[config.mk]
export PLATFORM = sky130hd
export DESIGN_NAME = alu_op_sequencer_flat
export DESIGN_NICKNAME = d
export VERILOG_FILES = /design/src/rtl/alu_op_sequencer_if.sv /design/src/rtl/alu_op_sequencer.sv /design/src/flat_wrapper.sv
export SDC_FILE = /design/constraint.sdc
export NUM_CORES = 1
export LEC_CHECK = 0
export BUFFER_PORTS_ARGS = -buffer_cell sky130_fd_sc_hd__buf_2
export CAP_MARGIN = 20
export CORE_ASPECT_RATIO = 1.25
export CORE_MARGIN = 3
export CORE_UTILIZATION = 55
export CTS_CLUSTER_DIAMETER = 100
export CTS_CLUSTER_SIZE = 24
export DETAILED_ROUTE_END_ITERATION = 8
export PLACE_DENSITY = 0.94
export SLEW_MARGIN = 20
export SYNTH_ARGS = -nofsm -noshare
export SYNTH_HDL_FRONTEND = slang
export SYNTH_SLANG_ARGS = --single-unit
[constraint.sdc]
create_clock -name clk -period 5.34 [get_ports clk]
set_clock_uncertainty 0.2 [all_clocks]
set_input_delay 1.068 -clock clk [delete_from_list [all_inputs] [get_ports clk]]
set_output_delay 1.068 -clock clk [all_outputs]
set_load 0.005 [all_outputs]
[src/rtl/alu_op_sequencer_if.sv]
// Decode/result handshake bundle for alu_op_sequencer.
// The master side drives decode fields and consumes results; the slave side is the sequencer.
interface alu_op_sequencer_if #(
    parameter int CTRL_W = 4,
    parameter int CNT_W  = 16
);
    logic              flush;
    logic              in_valid;
    logic              in_ready;
    logic [1:0]        alu_op;
    logic [2:0]        func3;
    logic              func7_5;
    logic              func7_0;
    logic              out_valid;
    logic              out_ready;
    logic [CTRL_W-1:0] alu_ctrl;
    logic              illegal;
    logic              busy;
    logic [CNT_W-1:0]  op_count;

    modport master (
        output flush, in_valid, alu_op, func3, func7_5, func7_0, out_ready,
        input  in_ready, out_valid, alu_ctrl, illegal, busy, op_count
    );

    modport slave (
        input  flush, in_valid, alu_op, func3, func7_5, func7_0, out_ready,
        output in_ready, out_valid, alu_ctrl, illegal, busy, op_count
    );
endinterface

[src/rtl/alu_op_sequencer.sv]
// Decodes RISC-V class/funct fields into an ALU control code and sequences the result
// through a valid/ready handshake, holding MUL for MUL_CYCLES cycles before presenting it.
module alu_op_sequencer #(
    parameter int CTRL_W     = 4,
    parameter int MUL_CYCLES = 3,
    parameter int CNT_W      = 16
) (
    input  logic                clk,
    input  logic                rst,
    alu_op_sequencer_if.slave   bus
);
    typedef enum logic [1:0] {S_IDLE, S_WAIT, S_HOLD} state_t;

    typedef struct packed {
        logic [CTRL_W-1:0] ctrl;
        logic              illegal;
        logic              is_mul;
    } dec_t;

    localparam int MC_W = (MUL_CYCLES > 1) ? $clog2(MUL_CYCLES) : 1;
    localparam logic [MC_W-1:0] MC_LOAD = MC_W'(MUL_CYCLES - 1);

    localparam logic [CTRL_W-1:0] C_ADD  = CTRL_W'(0);
    localparam logic [CTRL_W-1:0] C_SUB  = CTRL_W'(1);
    localparam logic [CTRL_W-1:0] C_AND  = CTRL_W'(2);
    localparam logic [CTRL_W-1:0] C_OR   = CTRL_W'(3);
    localparam logic [CTRL_W-1:0] C_SLTU = CTRL_W'(4);
    localparam logic [CTRL_W-1:0] C_SLT  = CTRL_W'(5);
    localparam logic [CTRL_W-1:0] C_XOR  = CTRL_W'(6);
    localparam logic [CTRL_W-1:0] C_SLL  = CTRL_W'(7);
    localparam logic [CTRL_W-1:0] C_SRL  = CTRL_W'(8);
    localparam logic [CTRL_W-1:0] C_SRA  = CTRL_W'(9);
    localparam logic [CTRL_W-1:0] C_MUL  = CTRL_W'(10);

    state_t            r_state;
    logic [MC_W-1:0]   r_mul_cnt;
    logic              r_out_valid;
    logic [CTRL_W-1:0] r_alu_ctrl;
    logic              r_illegal;
    logic [CNT_W-1:0]  r_op_count;

    dec_t w_dec;
    logic w_in_ready;
    logic w_xfer;

    // Shared funct3 map; I-type has no SUB, so func7_5 only matters for shifts there.
    function automatic logic [CTRL_W-1:0] f3_ctrl(input logic [2:0] f3, input logic f7_5,
                                                  input logic i_type);
        logic [CTRL_W-1:0] c;
        c = C_ADD;
        case (f3)
            3'b000: c = (f7_5 && !i_type) ? C_SUB : C_ADD;
            3'b001: c = C_SLL;
            3'b010: c = C_SLT;
            3'b011: c = C_SLTU;
            3'b100: c = C_XOR;
            3'b101: c = f7_5 ? C_SRA : C_SRL;
            3'b110: c = C_OR;
            3'b111: c = C_AND;
        endcase
        return c;
    endfunction

    always_comb begin
        // NOTE: default every field first so no path through the case can infer a latch.
        w_dec = '0;
        unique case (bus.alu_op)
            2'b00: w_dec.ctrl = C_ADD;
            2'b01: w_dec.ctrl = C_SUB;
            2'b10: begin
                if (bus.func7_0) begin
                    if (bus.func3 == 3'b000) begin
                        w_dec.ctrl   = C_MUL;
                        w_dec.is_mul = 1'b1;
                    end else begin
                        w_dec.illegal = 1'b1;
                    end
                end else begin
                    w_dec.ctrl = f3_ctrl(bus.func3, bus.func7_5, 1'b0);
                end
            end
            default: w_dec.ctrl = f3_ctrl(bus.func3, bus.func7_5, 1'b1);
        endcase
    end

    assign w_in_ready = !bus.flush &&
                        ((r_state == S_IDLE) || ((r_state == S_HOLD) && bus.out_ready));
    assign w_xfer     = bus.in_valid && w_in_ready;

    always_ff @(posedge clk or negedge rst) begin
        if (!rst) begin
            r_state     <= S_IDLE;
            r_mul_cnt   <= '0;
            r_out_valid <= 1'b0;
            r_alu_ctrl  <= '0;
            r_illegal   <= 1'b0;
            r_op_count  <= '0;
        end else begin
            // NOTE: non-blocking updates so every register sees pre-edge values.
            if (bus.flush) begin
                r_state     <= S_IDLE;
                r_mul_cnt   <= '0;
                r_out_valid <= 1'b0;
            end else begin
                unique case (r_state)
                    S_WAIT: begin
                        if (r_mul_cnt == MC_W'(1)) begin
                            r_state     <= S_HOLD;
                            r_out_valid <= 1'b1;
                            r_mul_cnt   <= '0;
                        end else begin
                            r_mul_cnt <= r_mul_cnt - MC_W'(1);
                        end
                    end
                    default: begin
                        if (w_xfer) begin
                            r_alu_ctrl <= w_dec.ctrl;
                            r_illegal  <= w_dec.illegal;
                            if (w_dec.is_mul && (MUL_CYCLES > 1)) begin
                                r_state     <= S_WAIT;
                                r_mul_cnt   <= MC_LOAD;
                                r_out_valid <= 1'b0;
                            end else begin
                                r_state     <= S_HOLD;
                                r_out_valid <= 1'b1;
                            end
                        end else if ((r_state == S_HOLD) && bus.out_ready) begin
                            r_state     <= S_IDLE;
                            r_out_valid <= 1'b0;
                        end
                    end
                endcase
            end

            if (w_xfer && (r_op_count != {CNT_W{1'b1}}))
                r_op_count <= r_op_count + CNT_W'(1);
        end
    end

    assign bus.in_ready  = w_in_ready;
    assign bus.out_valid = r_out_valid;
    assign bus.alu_ctrl  = r_alu_ctrl;
    assign bus.illegal   = r_illegal;
    assign bus.busy      = (r_state == S_WAIT);
    assign bus.op_count  = r_op_count;
endmodule

[src/flat_wrapper.sv]
// flat-port wrapper written by rule: the top's interface ports become plain ports
module alu_op_sequencer_flat 
#(
    parameter int CTRL_W     = 4,
    parameter int MUL_CYCLES = 3,
    parameter int CNT_W      = 16
)
  (clk, rst, bus_flush, bus_in_valid, bus_alu_op, bus_func3, bus_func7_5, bus_func7_0, bus_out_ready, bus_in_ready, bus_out_valid, bus_alu_ctrl, bus_illegal, bus_busy, bus_op_count);
  alu_op_sequencer_if #(.CTRL_W(CTRL_W), .CNT_W(CNT_W)) bus_i ();
  input  logic clk;
  input  logic rst;
  input wire logic [$bits(bus_i.flush)-1:0] bus_flush;
  input wire logic [$bits(bus_i.in_valid)-1:0] bus_in_valid;
  input wire logic [$bits(bus_i.alu_op)-1:0] bus_alu_op;
  input wire logic [$bits(bus_i.func3)-1:0] bus_func3;
  input wire logic [$bits(bus_i.func7_5)-1:0] bus_func7_5;
  input wire logic [$bits(bus_i.func7_0)-1:0] bus_func7_0;
  input wire logic [$bits(bus_i.out_ready)-1:0] bus_out_ready;
  output wire logic [$bits(bus_i.in_ready)-1:0] bus_in_ready;
  output wire logic [$bits(bus_i.out_valid)-1:0] bus_out_valid;
  output wire logic [$bits(bus_i.alu_ctrl)-1:0] bus_alu_ctrl;
  output wire logic [$bits(bus_i.illegal)-1:0] bus_illegal;
  output wire logic [$bits(bus_i.busy)-1:0] bus_busy;
  output wire logic [$bits(bus_i.op_count)-1:0] bus_op_count;
  assign bus_i.flush = bus_flush;
  assign bus_i.in_valid = bus_in_valid;
  assign bus_i.alu_op = bus_alu_op;
  assign bus_i.func3 = bus_func3;
  assign bus_i.func7_5 = bus_func7_5;
  assign bus_i.func7_0 = bus_func7_0;
  assign bus_i.out_ready = bus_out_ready;
  assign bus_in_ready = bus_i.in_ready;
  assign bus_out_valid = bus_i.out_valid;
  assign bus_alu_ctrl = bus_i.alu_ctrl;
  assign bus_illegal = bus_i.illegal;
  assign bus_busy = bus_i.busy;
  assign bus_op_count = bus_i.op_count;
  alu_op_sequencer #(.CTRL_W(CTRL_W), .MUL_CYCLES(MUL_CYCLES), .CNT_W(CNT_W)) u_core (.clk(clk), .rst(rst), .bus(bus_i));
endmodule
# Word-level counts from Yosys, hierarchy flattened
# Cells that the tools add are included.
# totals
reg_bits,26
in_bits,12
out_inout_bits,24
wordCells,67
# classes
addsub,2
eq_ne,14
n_mux,28
bitwise,2
reduce_logical,15
# ops
operator,count
4-bit one-hot mux with 8 select lines,2
2-bit 2-to-1 mux,13
16-bit by 1-bit adder with 16-bit output (second input constant),1
16-bit inequality test (second input constant),1
3-bit == test (second input constant),4
4-bit one-hot mux with 3 select lines,1
1-bit 2-to-1 mux,10
4-bit 2-to-1 mux,2
2-bit by 1-bit == test with 1-bit output (second input constant),3
3-bit by 2-bit == test with 1-bit output (second input constant),2
3-bit nonzero test,2
2-bit == test (second input constant),2
1-bit logical AND,4
2-bit logical NOT,2
2-bit AND reduction,2
4-bit nonzero test,1
3-bit by 1-bit == test with 1-bit output (second input constant),1
3-bit logical NOT,1
3-bit by 2-bit inequality test with 1-bit output (second input constant),1
3-bit AND reduction,1
1-bit inverter,2
2-bit by 1-bit subtractor with 2-bit output (second input constant),1
1-bit logical NOT,1
1-bit logical OR,1

# Logic depth before layout (Yosys ltp)
# logic_depth
word_depth,8
depth_mapped,6
ltp_nobuf,6

# Worst setup path after synthesis
# Ideal clock, no wire load.
# synth_path
kind,in2out
from,input bus_out_ready
to,output bus_in_ready
t_arrival_ns,1.287
path_slack_ns,2.785
cell_stages,2
path_cell_list,nor2b_1 nor3_1
# synth_via
elab_chain_cells,3
# synth_rtl
item,line,source
start: declaration,flat_wrapper.sv:18,input wire logic [$bits(bus_i.out_ready)-1:0] bus_out_ready;
1-bit logical AND,alu_op_sequencer.sv:87,((r_state == S_IDLE) || ((r_state == S_HOLD) && bus.out_ready));
1-bit logical OR,alu_op_sequencer.sv:87,
1-bit logical AND,alu_op_sequencer.sv:86,assign w_in_ready = !bus.flush &&
end: declaration,flat_wrapper.sv:19,output wire logic [$bits(bus_i.in_ready)-1:0] bus_in_ready;
# Every way passes these cells.

# Final worst setup path
# Same ends and word-level chain as after synthesis.

==> results.md <==
* Yosys reg bits at 25
* DRT iter0 DRCs at 52
* DR pass1 iterations at 5
* I/O Buffers at 35
* Final Cycle Share at 0.530
* Status: finished clean
* Critical Path Max Stage Delay at around 0.19 ns
* Synth top area share at 0.460
* Top cells by area, synth: dfrtp_1, mux2_2, nor2_1, nand2_1, nand3_1
* Via density at just over 6
* Endpoint type of the worst setup path: output port
* Post-Synth Adder-Cell Area at 0.0184
* Final worst path period need at between 2 and 3 ns
* Reg2reg start: u_core.bus.out_valid$_DFFE_PN0P_
* Worst r2r dst: u_core.bus.op_count[1]$_DFFE_PN0P_
* Internal power at 307 uW
* Via count at about 1300
* Largest family of logic cells by synthesized area: simple AND/OR/NAND/NOR gates
* Crit-path cells: buf_2 > nor2b_1 > nor3_1 > buf_2
* Final standard cell area without fillers at 1600 um2
* Worst Path Arrival at around 1.6 ns
* GRT overflow at 0
* CTS tree: built
* Hold endpoint: u_core.bus.alu_ctrl[1]$_DFFE_PN0P_
* Drt wl/cell at ~15 um
* Avg Synthesized Cell Area at around 9.7 um2
* R2R Setup Slk at 3.22 ns
* CTS clk-pin slew, worst paths at 0.14 ns
* Post-Synth Simple-Gate Area at 0.277
* Largest net degree at the start of global routing at 26
* Area grow syn2layout at 17.2%
* Number of diodes at 0
* Initial core utilization at 0.596
* Hold path start: u_core.bus.alu_ctrl[1]$_DFFE_PN0P_
* Drc violations at 0
* Clock Power Share at 0.179
* Core ar. at 2280 um2
* Endpoints failing setup at 0
* Final Hold Fails at 0
* Combinational fraction of design power at 0.259
* VDD IR-drop max at between 0.00015 and 0.0002 V
* Max_cap viols at 0
* CTS Buffer Depth at 2
* HP Class: flip-flop to flip-flop
* CTS root buf: clkbuf_4
* Sw Ratio at 0.346
* Layout Nets at 192
* Post-Route WL at 3150 um
* Seq pwr share at 0.561
* Crit-path most repeated cell: buf_2
* Worst-Margin Slew at 0.551 ns
* Routability congestion estimate at ~0.76
* Synth async-reset ratio at 1.00
* Compound-Gate Fraction of Synth Area at 0.118
* Power per Cell Area at 294 nW/um2
* WS Path Type: primary input to output port
* Max Slew Vio Count at 0
* H-tree levels at 1
* Number of synthesized flops with an enable pin at 0
* Reg2Reg Depth at 4
* Num rows at 19
* Post-Syn Instances at 140
* Count leader, synth: dfrtp_1
* Layout cells sized above 1 at 0.282
* Fin Setup TNS at 0 ns
* Worst Hold Depth at 2
* Library cells used by synthesis at 34
* Slowest CP cell: nor2b_1
* Cts hold-fix bufs at 0
* Post-synth top area cell: dfrtp_1
* Post-CTS Setup Inserts at 0
* Sequential fraction of the synthesis area at 0.460
* XOR/XNOR Fraction of Synth Area at 0.0515
* WP data required at 4.07 ns
* Total CTS buffers at 3
* Main synth FF type: dfrtp_1
* Synthesized net count at 154
* Multiplexer area fraction after synthesis at 0.0570
* Critical path fanouts, max at 4
* CTS Sinks at 25
* Pleak at 0.000776 uW
* FMAX at 0.353 GHz
* RSZ-0062 raised after global routing: false
* Nature of the critical path startpoint: primary input
* NetSw at 162 uW
* Antenna violations before repair at 0
* First-pass GRT wire length at approximately 5000 um
* Number of nets with antenna violations after detailed routing at 0
* Die area at 3110 um2
* Die width at 50.5 um
* Clock Latency Late Sink at 0.32 ns
* CTS resizes at 0
* Vias in the first global route at about 1200
* Dpl hpwl at 2350 um
* IO Pins at 36
* Synth top cells by count: dfrtp_1, nor2_1, nand2_1
* Slew margin rel. at 0.632
* Yosys warns at 0
* Placed cell areas at about 1600 um2
* Die H at 61.6 um
* Total GRT Usage at 0.208
* Mapped cell area at roughly 1400 um2
[critical path, delay by kind of cell]
kind | cells | cell delay, ns
buf+inv | 2 | 0.24
simple gates | 2 | 0.25
[registers in the layout, summed over array words and instances (netlist names)]
register / flops
u_core.r_mul_cnt: 2
u_core.bus.out_valid: 1
u_core.bus.op_count: 16
u_core.bus.illegal: 1
u_core.r_state: 1
u_core.bus.alu_ctrl: 4
[final cells by class]
class                           count  area [um2]
Clock buffer                        3        22.5
Clock inverter                      1        5.00
Fill cell                         182         687
Inverter                            5        18.8
Multi-Input combinational cell    108         709
Sequential cell                    25         626
Tap cell                           31        38.8
Timing Repair Buffer               35         175
[power groups by stage]
stage          Clock, uW  Combinational [uW]  Sequential [uW]
5_1_grt             91.4                 134              269
6_report            84.1                 122              264
3_3_place_gp           0                 116              261
3_5_place_dp           0                 122              265
2_1_floorplan          0                61.6              261
4_1_cts             85.7                 122              262
[how the worst max path moves through the flow]
| stage | startpoint | to | slack, ns |
|---|---|---|---|
| detailed placement | bus_flush | u_core.bus.op_count[1]$_DFFE_PN0P_ | 2.49 |
| CTS | bus_out_ready | bus_in_ready | 2.51 |
| global route | bus_out_ready | bus_in_ready | 2.48 |
| finish | bus_out_ready | bus_in_ready | 2.51 |
| global placement | bus_out_ready | bus_in_ready | 2.54 |
| floorplan | bus_out_ready | bus_in_ready | 2.79 |
[through the flow]
step	setup WS, ns	power, uW	util	hold slack (ns)	instances
floorplan	2.79	323	-	0.273	140
finish	2.51	470	0.699	0.312	208
detailed placement	2.49	387	0.687	0.266	204
global route	2.48	494	0.699	0.341	208
global placement	2.54	377	0.687	0.271	204
CTS	2.51	469	0.699	0.307	208
[placed cells by master (no fill, tap or decap), types with 2 or more instances in the layout]
cell       n
buf_2     35
dfrtp_1   25
nor2_1    15
nand2_1   14
nand3_1   10
a21oi_1    6
mux2_2     6
inv_1      5
nand2b_1   5
o21ai_0    5
and3_1     5
a31oi_1    5
nor3_1     4
xor2_1     4
xnor2_1    4
nor2b_1    3
clkbuf_4   3
nand3b_1   2
a311oi_1   2
o31ai_1    2
ha_1       2
[per-layer routing]
metal	wire length, um	share of wire	vias to the layer above	GRT usage
met5	0	0	-	0
met3	196	0.062	8	0.0315
li1	-	-	580	-
met2	1650	0.52	69	0.388
met4	56	0.018	0	0.123
met1	1240	0.39	607	0.226
[cells by family after synthesis]
group	Yosys count
compound gates	23
xor+xnor	8
fa+ha+maj	2
buf+inv	7
flops	25
mux	7
simple gates	68
Power figures use the tool's default switching activity.
